--- config.mk ---
export PLATFORM = sky130hd
export DESIGN_NAME = deposit_pulser
export DESIGN_NICKNAME = d
export VERILOG_FILES = /design/src/rtl/deposit_pulser.sv
export SDC_FILE = /design/constraint.sdc
export NUM_CORES = 1
export LEC_CHECK = 0
export CELL_PAD_IN_SITES_DETAIL_PLACEMENT = 0
export CELL_PAD_IN_SITES_GLOBAL_PLACEMENT = 1
export CORE_UTILIZATION = 35
export DETAILED_ROUTE_END_ITERATION = 8
export HOLD_SLACK_MARGIN = 0.06
export PLACE_DENSITY_LB_ADDON = 0.08
export RECOVER_POWER = 50
export SYNTH_ARGS = -nofsm -noshare
export SYNTH_HDL_FRONTEND = slang
export SYNTH_SLANG_ARGS = --single-unit
--- constraint.sdc ---
create_clock -name clk -period 2.17 [get_ports clk]
set_clock_uncertainty 0.15 [all_clocks]
set_input_delay 0.434 -clock clk [delete_from_list [all_inputs] [get_ports clk]]
set_output_delay 0.434 -clock clk [all_outputs]
set_load 0.02 [all_outputs]
--- src/rtl/deposit_pulser.sv ---
// rtl/deposit_pulser.sv - multi-channel debounced deposit key pulser with auto-repeat
// Each key: 2-flop sync, debounce FSM, repeat timer; a lowest-index arbiter serialises events.
module deposit_pulser #(
  parameter int N_CH          = 4,
  parameter int DEBOUNCE_CYC  = 4,
  parameter int REPEAT_EN     = 1,
  parameter int REPEAT_DELAY  = 16,
  parameter int REPEAT_PERIOD = 4,
  localparam int CH_W = (N_CH > 1) ? $clog2(N_CH) : 1
) (
  input  logic            clk,
  input  logic            reset,
  input  logic [N_CH-1:0] UP_Button,
  input  logic            lock,
  output logic            count_up,
  output logic [CH_W-1:0] count_ch,
  output logic [N_CH-1:0] held,
  output logic            overrun
);

  localparam int REP_MAX = (REPEAT_DELAY > REPEAT_PERIOD) ? REPEAT_DELAY : REPEAT_PERIOD;
  localparam int DEB_W   = $clog2(DEBOUNCE_CYC + 1);
  localparam int REP_W   = $clog2(REP_MAX + 1);

  typedef enum logic [1:0] {
    IDLE        = 2'd0,
    DEB_PRESS   = 2'd1,
    HELD        = 2'd2,
    DEB_RELEASE = 2'd3
  } state_t;

  state_t            state   [N_CH];
  logic [DEB_W-1:0]  deb_cnt [N_CH];
  logic [REP_W-1:0]  rep_cnt [N_CH];
  logic [N_CH-1:0]   sync1;
  logic [N_CH-1:0]   sync2;
  logic [N_CH-1:0]   pend;
  logic [N_CH-1:0]   evt;
  logic [N_CH-1:0]   grant_oh;
  logic              grant_vld;
  logic [CH_W-1:0]   grant_idx;

  // Press confirmation and repeat expiry, seen in the cycle before the FSM edge.
  always_comb begin
    evt = '0;
    for (int i = 0; i < N_CH; i++) begin
      case (state[i])
        IDLE:      evt[i] = sync2[i] && (DEBOUNCE_CYC == 1);
        DEB_PRESS: evt[i] = sync2[i] && (deb_cnt[i] == DEB_W'(DEBOUNCE_CYC - 1));
        HELD:      evt[i] = sync2[i] && (REPEAT_EN != 0) && (rep_cnt[i] == REP_W'(1));
        default:   evt[i] = 1'b0;
      endcase
    end
  end

  always_ff @(posedge clk or negedge reset) begin
    if (!reset) begin
      sync1 <= '0;
      sync2 <= '0;
      held  <= '0;
      for (int i = 0; i < N_CH; i++) begin
        state[i]   <= IDLE;
        deb_cnt[i] <= '0;
        rep_cnt[i] <= '0;
      end
    end else begin
      sync1 <= UP_Button;
      sync2 <= sync1;
      for (int i = 0; i < N_CH; i++) begin
        case (state[i])
          IDLE: begin
            if (sync2[i]) begin
              if (DEBOUNCE_CYC == 1) begin
                state[i]   <= HELD;
                held[i]    <= 1'b1;
                rep_cnt[i] <= REP_W'(REPEAT_DELAY);
              end else begin
                state[i]   <= DEB_PRESS;
                deb_cnt[i] <= DEB_W'(1);
              end
            end
          end
          DEB_PRESS: begin
            if (!sync2[i]) begin
              state[i]   <= IDLE;
              deb_cnt[i] <= '0;
            end else if (deb_cnt[i] == DEB_W'(DEBOUNCE_CYC - 1)) begin
              state[i]   <= HELD;
              held[i]    <= 1'b1;
              deb_cnt[i] <= '0;
              rep_cnt[i] <= REP_W'(REPEAT_DELAY);
            end else begin
              deb_cnt[i] <= deb_cnt[i] + DEB_W'(1);
            end
          end
          HELD: begin
            if (!sync2[i]) begin
              if (DEBOUNCE_CYC == 1) begin
                state[i] <= IDLE;
                held[i]  <= 1'b0;
              end else begin
                state[i]   <= DEB_RELEASE;
                deb_cnt[i] <= DEB_W'(1);
              end
            end else if (REPEAT_EN != 0) begin
              // Reload instead of decrementing through zero so the timer never wraps.
              if (rep_cnt[i] > REP_W'(1))
                rep_cnt[i] <= rep_cnt[i] - REP_W'(1);
              else
                rep_cnt[i] <= REP_W'(REPEAT_PERIOD);
            end
          end
          DEB_RELEASE: begin
            if (sync2[i]) begin
              state[i]   <= HELD;
              deb_cnt[i] <= '0;
            end else if (deb_cnt[i] == DEB_W'(DEBOUNCE_CYC - 1)) begin
              state[i]   <= IDLE;
              held[i]    <= 1'b0;
              deb_cnt[i] <= '0;
            end else begin
              deb_cnt[i] <= deb_cnt[i] + DEB_W'(1);
            end
          end
          default: begin
            state[i] <= IDLE;
            held[i]  <= 1'b0;
          end
        endcase
      end
    end
  end

  // Descending scan leaves the lowest pending index as the winner.
  always_comb begin
    grant_oh  = '0;
    grant_vld = 1'b0;
    grant_idx = '0;
    for (int i = N_CH - 1; i >= 0; i--) begin
      if (pend[i] && !lock) begin
        grant_oh    = '0;
        grant_oh[i] = 1'b1;
        grant_vld   = 1'b1;
        grant_idx   = CH_W'(i);
      end
    end
  end

  always_ff @(posedge clk or negedge reset) begin
    if (!reset) begin
      pend     <= '0;
      count_up <= 1'b0;
      count_ch <= '0;
      overrun  <= 1'b0;
    end else begin
      count_up <= grant_vld;
      if (grant_vld)
        count_ch <= grant_idx;
      if (lock) begin
        pend    <= '0;
        overrun <= 1'b0;
      end else begin
        pend    <= (pend & ~grant_oh) | evt;
        overrun <= |(evt & pend & ~grant_oh);
      end
    end
  end

endmodule

==> summary.md, run 1 <==
| Metric | Value |
|---|---|
| Status | `finished, final reports clean` |
| Crit path max fanout | `7` |
| RSZ-0062 raised after global routing | `false` |
| Worst slew margin | `42.35%` |
| Reg area | `0.001501 mm2` |
| Most common cell after layout, fill and taps aside | `dfrtp_1` |
| CTS tree | `yes` |
| Num ports | `15` |
| # H-tree levels | `3` |
| PostCTS Resize Cnt | `0` |
| Core box area | `0.009284 mm2` |
| WP data required | `2.28 ns` |
| Post-route ant nets | `0` |
| MaxCap Viol Count | `0` |
| EDFF count, synth | `0` |
| Fmax | `512.0 MHz` |
| Largest net degree at the start of global routing | `61` |
| Die Y | `~100 um` |
| Area Overhead vs Synth | `15.22%` |
| DR vias | `around 2500` |
| Drt initial violations | `around 100` |
| Routed WL per cell | `about 13 um` |
| Lkg Pwr | `roughly 1.7 nW` |
| Final GP Congestion | `between 0.7 and 0.8` |
| Number of buffers created by CTS | `9` |
| Worst Setup Start Kind | `register` |
| Maximum VDD drop | `around 0.44 mV` |
| Top_reg_cell synth | `dfrtp_1` |
| Initial Util | `a little over a third` |
| Residual DRC | `0` |
| Clk sinks | `60` |
| DRT Wirelength | `around 6500 um` |
| Final worst-path cycle share | `roughly nine tenths` |
| Mapped Cells | `approximately 340` |
| Tightest Hold Check Type | `register to register` |
| Unique cell type count in the Yosys netlist | `51` |
| Sequential area share after synthesis | `44.64%` |
| First-pass GRT wire length | `roughly 11000 um` |
| Area taken by multi-input logic gates | `roughly 0.0017 mm2` |
| Share of post-route cells with drive strength above 1 | `between 10% and 20%` |
| Total congestion overflow | `0` |
| Setup TNS | `0 ns` |
| Total track usage | `14.23%` |
| Hold Vio Cnt, Final | `0` |
| Chip Width | `between 100 and 150 um` |
| Crit path kind | `register to register` |
| Root Driver | `clkbuf_8` |
| Clock Tree Buf Depth | `2` |
| Design Power | `about 5.3 mW` |
| Port Buffers | `14` |
| Crit end category | `register` |
| Net Count, Synth | `approximately 380` |
| Fillers | `931` |
| Mapped cell area | `roughly 0.0034 mm2` |
| Power per cell area | `roughly 1400 mW/mm2` |
| Latest clock arrival within the worst-skew pair | `roughly 0.34 ns` |
| Max-slew violations | `0` |
| Syn Area/Cell | `9.777 um2` |
| Min Tclk post-route | `between 1.5 and 2 ns` |
| Vias/cell | `between 4 and 5` |
| Arr. time, crit path | `2.06 ns` |
| Warnings from Yosys | `0` |
| Drt pass-1 iters | `4` |
| Antenna violations before repair | `0` |
| Worst-path clk slew | `approximately 0.07 ns` |
| Final setup viols | `0` |
| Cell Rows | `35` |
| N_diodes | `0` |
| Most frequent cells in the layout | `dfrtp_1 (60), o21ai_0 (34), ha_1 (28)` |
| Die area | `approximately 0.010 mm2` |
| Post-synth ARST share | `100.0%` |
| Fin nets | `approximately 400` |
| Worst-Margin Slew | `0.8648 ns` |
| #FFs+latches synth | `60` |
| Vias in the first global route | `~2400` |
| Detailed placement HPWL | `4400 um` |
## layer usage
metal	GRT usage [%]	share of wire, %	up-vias
met5	0	0	-
met4	4.348	1.1	0
met3	3.830	2.9	8
met2	21.33	44	22
met1	20.08	52	1186
li1	-	-	1269
## power breakdown
group	switching, mW	internal, mW	leakage [nW]	total, mW
Combinational	1.33	1.10	0.841	2.43
Clock	0.456	0.673	0.113	1.13
Sequential	0.308	1.47	0.738	1.77
## final timing paths
kind                                 startpoint                       to  slack [ns]  cells past startpoint
setup / recovery           state[2]$_DFFE_PN0P_   rep_cnt[8]$_DFFE_PN0P_        0.22                      6
hold / removal               sync1[2]$_DFF_PN0_       sync2[2]$_DFF_PN0_        0.20                      0
setup reg to reg           state[2]$_DFFE_PN0P_   rep_cnt[8]$_DFFE_PN0P_        0.22                      6
hold reg to reg              sync1[2]$_DFF_PN0_       sync2[2]$_DFF_PN0_        0.20                      0
max in group asynchronous                 reset   rep_cnt[8]$_DFFE_PN0P_        0.59                      3
min in group asynchronous                 reset  rep_cnt[18]$_DFFE_PN0P_        0.70                      3
## cell type report
cell class              instances  area share, %
flip-flops and latches         60          38.75
inverters                      27          2.615
clock inverters                 5          1.937
clock buffers                  11          3.649
multi-input cells             249          43.78
repair buffers                 22          5.102
well taps                     129          4.165
## state kept, by name, indices dropped and copies added (netlist names), 2 cells and up, named ones only
register	flops
count_ch	2
sync2	4
deb_cnt	12
pend	4
state	4
held	4
sync1	4
rep_cnt	20
## stage by stage
| stage | utilization (%) | setup slack, ns | area, um2 | instances | hold WS, ns |
|---|---|---|---|---|---|
| after floorplan | - | 0.3709 | 3363 | 344 | -0.01159 |
| after global placement | 39.43 | 0.2695 | 3661 | 486 | 0.1833 |
| after detailed placement | 39.43 | 0.2478 | 3661 | 486 | 0.1847 |
| after CTS | 41.87 | 0.2133 | 3887 | 503 | 0.2023 |
| after global routing | 41.74 | 0.1194 | 3875 | 503 | 0.2074 |
| final | 41.74 | 0.2168 | 3875 | 503 | 0.2018 |
## what timing repair did
action                     in CTS  in global routing
hold endpoints to repair       60                  0
hold buffers                    1                  0
setup buffers                   0                  0
setup endpoints to repair       0                  0
## critical path, stage by stage (launching register included)
cell and delay, ns:
dfrtp_1 0.40, inv_1 0.12, ha_1 0.34, and2b_1 0.18, o21ai_2 0.10, or3b_1 0.44, o21ai_1 0.15
## logic make-up (layout without fill, tap and decap cells)
kind of cell	Yosys count	count (layout)	share of synthesized area, %
flip-flops	60	60	44.64
AO/OA/AOI/OAI	106	106	19.94
adder cells (fa/ha/maj)	28	28	10.42
multiplexers	13	13	4.985
AND/OR/NAND/NOR	102	102	15.10
buffers and inverters	35	65	4.910
## synth_stat cells (3+ instances only)
cell / count / area [um2]
a22o_1: 3 / 26.28
buf_6: 4 / 45.04
ha_1: 28 / 350.3
a21oi_1: 16 / 80.08
mux2i_2: 3 / 41.29
o31ai_1: 5 / 37.54
a21o_1: 3 / 22.52
dfrtp_1: 60 / 1501
a21boi_0: 4 / 30.03
nand3b_1: 4 / 30.03
mux2_2: 7 / 78.83
nand3_1: 9 / 45.04
o21ai_1: 4 / 20.02
o21ai_0: 34 / 170.2
nor3_1: 7 / 35.03
o22ai_1: 5 / 31.28
a31oi_1: 7 / 43.79
o221ai_1: 3 / 26.28
buf_2: 3 / 15.01
o211ai_1: 3 / 22.52
nor2_1: 26 / 97.59
nand2b_1: 13 / 81.33
o21a_1: 5 / 37.54
nand2_2: 3 / 18.77
inv_1: 27 / 101.4
nor2b_1: 3 / 18.77
nand2_1: 24 / 90.09
No activity file was read; power rests on OpenSTA's default activity.
==> run 2, diff against run 1 <==
CORE_MARGIN = 1.5   (was unset)
GPL_TIMING_DRIVEN = 0   (was unset)
==> run 2 against run 1 <==
  * Hold slack lost 0.0019 ns
  * Sequential cell count is the same
  * Utilization shrank 0.22 points
  * Largest power group unchanged
==> summary.md, run 2 (synthesis results as in run 1) <==
| Metric | Value |
|---|---|
| Vias in the first global route | `2361 (-1.5%)` |
| Total track usage | `14.12% (-0.11 points)` |
| Arr. time, crit path | `2.05 ns (about the same)` |
| Top reg by flops | `rep_cnt` |
| R2r worst-path depth | `7 (+1)` |
| FF-to-FF setup slack | `0.20 ns (-0.02 ns)` |
| Max-slew violations | `0 (unchanged)` |
| Latest clock arrival within the worst-skew pair | `0.34 ns (about the same)` |
| Root Driver | `clkbuf_8` |
| Worst-path clk slew | `0.07 ns (about the same)` |
| Cell Rows | `35 (unchanged)` |
| Number of buffers created by CTS | `9 (unchanged)` |
| Clock Tree Buf Depth | `2 (unchanged)` |
| Initial Util | `36.23% (unchanged)` |
| Regs by FF count | `rep_cnt (20), deb_cnt (12)` |
| Most frequent cells in the layout | `dfrtp_1 (60), o21ai_0 (34), ha_1 (28)` |
| Maximum VDD drop | `0.3634 mV (-18%)` |
| RSZ-0062 raised after global routing | `false` |
| Max FFs per register | `20 (unchanged)` |
| Antenna violations before repair | `0 (unchanged)` |
| Worst Setup Start Kind | `register` |
| Fmax | `506.5 MHz (-1.1%)` |
| Post-route ant nets | `0 (unchanged)` |
| Share of post-route cells with drive strength above 1 | `10.93% (-0.029 points)` |
| Setup bufs post-CTS | `0 (unchanged)` |
| Lkg Pwr | `1.686 nW (-0.39%)` |
| Crit path kind | `register to register` |
| Crit path max fanout | `9 (+2)` |
| Crit end category | `register` |
| Fillers | `928 (-0.32%)` |
| Worst slew margin | `44.82% (+2.5 points)` |
| DR vias | `2473 (-0.48%)` |
| Total congestion overflow | `0 (unchanged)` |
| Power per cell area | `1323 mW/mm2 (-3.8%)` |
| N_diodes | `0 (unchanged)` |
| Detailed placement HPWL | `4252 um (-3.4%)` |
| Fin cells | `504 (+0.20%)` |
| WP data required | `2.25 ns (-0.03 ns)` |
| Design Power | `5.099 mW (-4.3%)` |
| Min Tclk post-route | `1.974 ns (+0.02119 ns)` |
| Largest net degree at the start of global routing | `61 (unchanged)` |
| DRT Wirelength | `6331 um (-2.7%)` |
| Core box area | `0.009284 mm2 (unchanged)` |
| # H-tree levels | `3 (unchanged)` |
| Port Buffers | `14 (unchanged)` |
| Tightest Hold Check Type | `register to register` |
| Cts hold-fix bufs | `1 (unchanged)` |
| Hold Vio Cnt, Final | `0 (unchanged)` |
| Drt pass-1 iters | `5 (+1)` |
| Chip Width | `101.0 um (+1.0%)` |
| Final core occ | `41.52% (-0.22 points)` |
| Area Overhead vs Synth | `14.62%` |
| PostCTS Resize Cnt | `0 (unchanged)` |
| Final worst-path cycle share | `90.98% (+0.98 points)` |
| Residual DRC | `0 (unchanged)` |
| Clk sinks | `60 (unchanged)` |
| Routed WL per cell | `12.56 um (-2.9%)` |
| # placed instances | `487 (+0.21%)` |
| Die Y | `101.0 um (+1.0%)` |
| Die area | `0.01021 mm2 (+2.0%)` |
| Status | `finished, final reports clean` |
| CTS tree | `yes` |
| Drt initial violations | `88 (-15%)` |
| Setup TNS | `0 ns (unchanged)` |
| Final setup viols | `0 (unchanged)` |
| Most common cell after layout, fill and taps aside | `dfrtp_1` |
| Fin nets | `405 (+0.25%)` |
| Final GP Congestion | `0.7492 (-5.4%)` |
| Num ports | `15 (unchanged)` |
| Vias/cell | `4.907 (-0.68%)` |
| Worst-Margin Slew | `0.8277 ns (-0.03709 ns)` |
| First-pass GRT wire length | `11300 um (-0.42%)` |
| MaxCap Viol Count | `0 (unchanged)` |
## run 2: cell types whose count changed in the layout (fill, tap and decap cells not counted)
cell and delta:
clkbuf_8 -1, buf_2 +2, buf_6 +4, clkbuf_1 +1, buf_4 -6, bufinv_16 -1
clkinv_2 +2
## run 2: worst min-delay path by stage
| stage | cells past startpoint | startpoint | slack [ns] | endpoint |
|---|---|---|---|---|
| 3_5_place_dp | 0 | sync1[1]$_DFF_PN0_ | 0.19 | sync2[1]$_DFF_PN0_ |
| 4_1_cts | 0 | sync1[1]$_DFF_PN0_ | 0.20 | sync2[1]$_DFF_PN0_ |
| 6_report | 0 | sync1[2]$_DFF_PN0_ | 0.20 | sync2[2]$_DFF_PN0_ |
| 3_3_place_gp | 0 | sync1[0]$_DFF_PN0_ | 0.18 | sync2[0]$_DFF_PN0_ |
| 5_1_grt | 0 | sync1[0]$_DFF_PN0_ | 0.22 | sync2[0]$_DFF_PN0_ |
| 2_1_floorplan | 0 | reset | -0.01 | asynchronous set/reset pin |
## run 2: final cells by class
| type | instances | area (um2) | share of cell area, % |
|---|---|---|---|
| clock inverters | 6 | 55.05 | 1.428 |
| well taps | 129 | 161.4 | 4.187 |
| inverters | 27 | 101.3 | 2.629 |
| plain buffers | 8 | 63.81 | 1.655 |
| clock buffers | 10 | 127.6 | 3.311 |
| flip-flops and latches | 60 | 1501 | 38.95 |
| repair buffers | 15 | 147.6 | 3.830 |
| multi-input cells | 249 | 1697 | 44.01 |
## run 2: per-layer routing
| layer | vias to the layer above | wire length (um) | global-route usage (%) |
|---|---|---|---|
| met5 | - | 0 | 0 |
| met4 | 0 | 124 | 5.769 |
| met3 | 11 | 194 | 3.675 |
| met2 | 26 | 2730 | 20.89 |
| met1 | 1157 | 3281 | 19.62 |
| li1 | 1279 | - | - |
## run 2: power by group
part           total (mW)  switching [mW]  internal [mW]
clock               0.968           0.448          0.520
sequential           1.77           0.301           1.47
combinational        2.36            1.32           1.04
total                5.10            2.07           3.03
## run 2: critical path, stage by stage (launching register included)
cell and delay [ns]:
dfrtp_1 0.40, inv_1 0.08, ha_1 0.17, buf_2 0.17, mux2i_1 0.27, o21ai_2 0.10, or2_1 0.23, mux2_4 0.29
## run 2: stage by stage
step / setup WS, ns / hold WS (ns) / instance area, um2
CTS: 0.1919 / 0.2030 / 3855
finish: 0.1957 / 0.2000 / 3855
floorplan: 0.3709 / -0.01159 / 3363
detailed placement: 0.2146 / 0.1887 / 3662
global placement: -1.615 / 0.1828 / 3665
global route: 0.008167 / 0.2181 / 3855
